===== config.mk =====
export PLATFORM = sky130hd
export DESIGN_NAME = mux_scan_serializer
export DESIGN_NICKNAME = d
export VERILOG_FILES = /design/src/rtl/mux_scan_serializer.sv
export SDC_FILE = /design/constraint.sdc
export NUM_CORES = 1
export LEC_CHECK = 0
export BUFFER_PORTS_ARGS = -buffer_cell sky130_fd_sc_hd__clkbuf_2
export CORE_MARGIN = 2
export CORE_UTILIZATION = 46
export CTS_CLUSTER_DIAMETER = 50
export DETAILED_ROUTE_END_ITERATION = 7
export HOLD_SLACK_MARGIN = 0.03
export PLACE_DENSITY = 0.69
export SLEW_MARGIN = 40
export SYNTH_ARGS = -nofsm -noshare
export SYNTH_HDL_FRONTEND = slang
export SYNTH_SLANG_ARGS = --single-unit

===== constraint.sdc =====
create_clock -name Clock -period 1.44 [get_ports Clock]
set_input_delay 0.144 -clock Clock [delete_from_list [all_inputs] [get_ports Clock]]
set_output_delay 0.144 -clock Clock [all_outputs]
set_load 0.01 [all_outputs]

===== src/rtl/mux_scan_serializer.sv =====
// Parallel-to-serial scanner: captures a 2**SEL_W-bit word and walks a select
// index across it one bit per clock, exporting the index for an external MUX.
module mux_scan_serializer #(
   parameter int unsigned SEL_W     = 3,
   parameter bit          MSB_FIRST = 1'b0
) (
   input  logic                     Clock,
   input  logic                     Resetn,
   input  logic                     Start,
   input  logic [(1<<SEL_W)-1:0]    Data,
   input  logic                     Hold,
   output logic [SEL_W-1:0]         Sel,
   output logic                     SerOut,
   output logic                     Valid,
   output logic                     Busy,
   output logic                     Done
);

   localparam int unsigned N = 1 << SEL_W;
   localparam logic [SEL_W-1:0] FIRST_IDX = MSB_FIRST ? SEL_W'(N - 1) : '0;
   localparam logic [SEL_W-1:0] LAST_IDX  = MSB_FIRST ? '0 : SEL_W'(N - 1);

   typedef enum logic [1:0] {
      ST_IDLE = 2'd0,
      ST_SEND = 2'd1,
      ST_DONE = 2'd2
   } state_t;

   state_t         state;
   logic [N-1:0]   word;
   logic [N-1:0]   dec;

   // Scan FSM; Valid/Busy/Done are registered alongside the state.
   always_ff @(posedge Clock or negedge Resetn) begin
      if (!Resetn) begin
         state <= ST_IDLE;
         Sel   <= FIRST_IDX;
         word  <= '0;
         Valid <= 1'b0;
         Busy  <= 1'b0;
         Done  <= 1'b0;
      end else begin
         case (state)
            ST_IDLE: begin
               if (Start) begin
                  state <= ST_SEND;
                  word  <= Data;
                  Sel   <= FIRST_IDX;
                  Valid <= 1'b1;
                  Busy  <= 1'b1;
               end
            end
            ST_SEND: begin
               if (!Hold) begin
                  if (Sel == LAST_IDX) begin
                     state <= ST_DONE;
                     Sel   <= FIRST_IDX;
                     Valid <= 1'b0;
                     Done  <= 1'b1;
                  end else if (MSB_FIRST) begin
                     Sel <= Sel - SEL_W'(1);
                  end else begin
                     Sel <= Sel + SEL_W'(1);
                  end
               end
            end
            ST_DONE: begin
               state <= ST_IDLE;
               Done  <= 1'b0;
               Busy  <= 1'b0;
            end
            default: begin
               state <= ST_IDLE;
               Sel   <= FIRST_IDX;
               Valid <= 1'b0;
               Busy  <= 1'b0;
               Done  <= 1'b0;
            end
         endcase
      end
   end

   // One-hot decode of the registered index; AND-OR selects the bit.
   always_comb begin
      dec      = '0;
      dec[Sel] = 1'b1;
   end

   assign SerOut = Valid & (|(dec & word));

endmodule


# [After elaboration in Yosys (flattened, before gate mapping)]
# Index checks and enable logic that the tools add are counted.
[op_classes] addsub=1 magnitude_cmp=2 n_eq_ne=6 mux=18 bitwise=5 reduce_logical=9
[op_table] operator="2-to-1 mux 3 bit" n=3
[op_table] operator="one-hot mux 3 bit (3 select lines)" n=1
[op_table] operator="AND reduction 3 bit" n=3
[op_table] operator="bitwise AND 8 bit" n=1
[op_table] operator="OR reduction 8 bit" n=1
[op_table] operator="2-to-1 mux 1 bit" n=6
[op_table] operator="2-to-1 mux 2 bit" n=3
[op_table] operator="inequality test 2 bit, second input constant" n=3
[op_table] operator="less-than comparator 3 x 4 -> 1 bit, second input constant" n=1
[op_table] operator="one-hot mux 1 bit (2 select lines)" n=2
[op_table] operator="one-hot mux 2 bit (2 select lines)" n=1
[op_table] operator="AND reduction 2 bit" n=2
[op_table] operator="AND reduction 4 bit" n=1
[op_table] operator="adder 3 x 1 -> 3 bit, second input constant" n=1
[op_table] operator="demux 1 bit (select 3 bit)" n=1
[op_table] operator="equality test 3 bit, second input constant" n=1
[op_table] operator="greater-or-equal comparator 3 x 1 -> 1 bit, second input constant" n=1
[op_table] operator="inverter 1 bit" n=3
[op_table] operator="one-hot mux 1 bit (3 select lines)" n=1
[op_table] operator="equality test 2 x 1 -> 1 bit, second input constant" n=1
[op_table] operator="equality test 2 bit, second input constant" n=1
[op_table] operator="logical NOT 2 bit" n=1
[op_table] operator="bitwise AND 1 bit" n=1
[op_table] operator="logical AND 1 bit" n=1
[word_totals] reg_bits=16 inputBits=12 out_inout_bits=7 word_cells=47

# [Depth between registers and ports, before layout]
[logic_depth] ltp_word=7 ltp_mapped=5 mapped_depth_nobuf=5

# [Least setup slack after synthesis]
# No wires, ideal clock.
[synth_timing] path_type="reg-to-output" from="reg Sel[1]" to="out SerOut" t_arrival_ps=1208 setup_slack_ps=88 stages_incl_launch_ff=4 path_cell_list="dfrtp_1 -> mux4_1 -> nor2_1 -> a311oi_1"
[synth_via] elab_chain_cells=7
[synth_rtl] element="start, declared" line_no="12" source="output logic [SEL_W-1:0] Sel,"
[synth_rtl] element="start signal, assigned" line_no="61" source="Sel <= Sel - SEL_W'(1);"
[synth_rtl] element="start signal, assigned" line_no="63" source="Sel <= Sel + SEL_W'(1);"
[synth_rtl] element="less-than comparator 3 x 4 -> 1 bit (not written as such) / greater-or-equal comparator 3 x 1 -> 1 bit (equally long branches)" line_no="86" source="dec[Sel] = 1'b1;"
[synth_rtl] element="logical AND 1 bit (not written as such)" line_no="86"
[synth_rtl] element="2-to-1 mux 1 bit (not written as such)" line_no="86"
[synth_rtl] element="demux 1 bit (select 3 bit) *" line_no="86"
[synth_rtl] element="bitwise AND 8 bit *" line_no="89" source="assign SerOut = Valid & (|(dec & word));"
[synth_rtl] element="OR reduction 8 bit *" line_no="89"
[synth_rtl] element="bitwise AND 1 bit *" line_no="89"
[synth_rtl] element="end, declared" line_no="13" source="output logic SerOut,"
# Mark *: on every way between the ends. The rest lies on a longest branch, timed or not.

# [Worst setup path after layout]
# Ends and elaborated chain as after synthesis.

==> metrics.txt <==
post-CTS setup buffers=0; slew margin rel.=74.5%; max-slew violation total from the final report=0; worst hold slack=0.0919 ns; non-filler cells in the finished layout=100; Synth Net Count=72; htree depth=1; wire per inst=12.9 um; area of the multi-input gates=340 um2; crit end category=output port; crit path buf inv count=1; failing checks=negative setup slack; Reg clk slew, reported paths=0.08 ns; Syn-to-layout area delta=24.7%; Port Buffers=18; initial core utilization=49.1%; Leak=0.454 nW; Crit path max-delay family=multiplexers; # clock sinks=16; DR vias/cell=5.48; Seq/Total Area, Yosys=53.5%; Die Span Y=44.3 um; FILL cells=122; first-pass GRT wire length=2.26 mm; Cell Area, Synth=748 um2; via count=548; Max Freq=610 MHz; Unique masters post-synth=20; GP Congestion=0.735; slowest stage delay, CP=0.51 ns; WL final=1.29 mm; latest clock arrival within the worst-skew pair=0.28 ns; Rows=14; die area=1970 um2; Final ANT Viol Nets=0; fin crit share=114%; gr ovfl total=0; placed cell count=96; max_cap viols=0; initial antenna violation count=0; PnR worst setup slack=-0.199 ns; largest net degree at the start of global routing=17; CP Launch Type=flip-flop; CP arrival=1.49 ns; Required @ worst endpoint=1.30 ns; RSZ-0062 raised after global routing=true; Slew @ Worst Pin=0.383 ns; vias in the first global route=518; maximum vdd drop=847 uV; CTS tree=yes; Clock Path Buffers=2; status=finished, violations left; critical path peak fanout=4; most frequent cells in the layout=clkbuf_2 (17), dfrtp_1 (15), mux2_2 (9), buf_4 (5); post-layout min period=1.64 ns; Ys Warns=0; Hold Fails Final Rpt=0; Syn Area/Cell=12.9 um2; Mapped Cells=58; Root Buffer=clkbuf_4; global-route usage over all layers=15.5%; Post-route DRC=0; Iter 0 DRT Violations=6; Hold Crit Class=in -> reg; layout cell share with drive strength beyond 1=50.0%; Initial DRT Pass Iterations=4; nets=100; Setup CP Type=reg -> out; TNS Setup=-0.199 ns; io pins=19; pwr/cell area=2040 nW/um2; FF+latch count, synth=16; Inserted Clock Buffers=3; Final Setup Violations=1; Pwr Total=1.91 mW; DIE WIDTH=44.3 um; HPWL Detailed=969 um; area occupied by registers=402 um2; critical path, cell by cell=mux4_2, nor2_2, a311oi_1, buf_2; CP max-delay cell=mux4_2; Antenna Cells=0; core area=1520 um2; most common cell after layout, fill and taps aside=clkbuf_2; Setup Skew=0.000562 ns
-- synth_stat cells --
cell type | n | area share, %
o31ai_1 | 1 | 1.0
nand2_1 | 2 | 1.0
nor3_1 | 1 | 0.67
dfrtp_1 | 16 | 54
nor2_1 | 3 | 1.5
buf_2 | 1 | 0.67
nor2b_1 | 1 | 0.84
nand2b_4 | 1 | 1.8
o22ai_1 | 4 | 3.3
o21ai_0 | 2 | 1.3
a311oi_1 | 1 | 1.2
mux4_1 | 1 | 3.5
inv_1 | 3 | 1.5
mux2i_1 | 4 | 5.4
nor2_4 | 1 | 1.5
a21oi_1 | 1 | 0.67
nand2b_1 | 2 | 1.7
ha_1 | 2 | 3.3
nand3b_1 | 2 | 2.0
mux2_2 | 9 | 14
-- area by class of cell --
type | instances | area share [%]
clock buffer | 3 | 2.41
multi-input combinational | 38 | 36.5
inverter | 3 | 1.21
sequential | 16 | 43.0
tap | 16 | 2.14
timing repair buffer | 24 | 14.7
-- per-stage QoR --
stage	area [um2]	util, %	setup slack (ns)
finish	933	61.2	-0.199
floorplan	748	-	0.0880
global placement	891	58.5	0.0922
CTS	920	60.3	-0.217
global route	933	61.2	-0.292
detailed placement	891	58.5	0.0616
-- path summary, 6_finish.rpt --
kind | from | endpoint | slack [ns] | cells past startpoint
worst min-delay path | Data[4] | word[4] | 0.09 | 2
worst max register to register | Sel[1] | Sel[0] | 0.07 | 6
worst min register to register | word[7] | word[7] | 0.51 | 1
max in group asynchronous | Resetn | Sel[1] | 0.83 | 2
min in group asynchronous | Resetn | Valid | 0.31 | 2
worst max-delay path | Sel[1] | SerOut | -0.20 | 4
-- state kept, by name (all words and copies together), names as in the netlist --
signal	count
word	8
Sel	3
state	2
Busy	1
Done	1
Valid	1
-- report_power, final --
group / switching (mW) / total [mW] / internal, mW
Combinational: 0.383 / 0.871 / 0.488
Sequential: 0.154 / 0.813 / 0.659
Clock: 0.126 / 0.223 / 0.0970
Total: 0.662 / 1.91 / 1.24
-- repair_timing --
| action | 4_1_cts | 5_1_grt |
|---|---|---|
| setup endpoints to repair | 1 | 5 |
| hold buffers | 1 | 0 |
| endpoints found under the hold margin | 16 | 0 |
| gates resized for setup | 1 | 6 |
-- logic make-up (layout without fill, tap and decap cells) --
| kind of cell | Yosys count | after routing | synth area share, % |
|---|---|---|---|
| and+or+nand+nor | 13 | 13 | 11.0 |
| adders and majority gates | 2 | 2 | 3.34 |
| AOI/OAI and AO/OA | 9 | 9 | 7.52 |
| buffers and inverters | 4 | 30 | 2.17 |
| muxes | 14 | 14 | 22.4 |
| DFF | 16 | 16 | 53.5 |
-- layer usage --
| layer | vias to the layer above | track usage, % | wire length [um] |
|---|---|---|---|
| met4 | 0 | 5.45 | 13 |
| li1 | 265 | - | - |
| met3 | 2 | 2.45 | 57 |
| met1 | 265 | 22.3 | 629 |
| met5 | - | 0 | 0 |
| met2 | 16 | 24.1 | 589 |
Power figures use the tool's default switching activity.
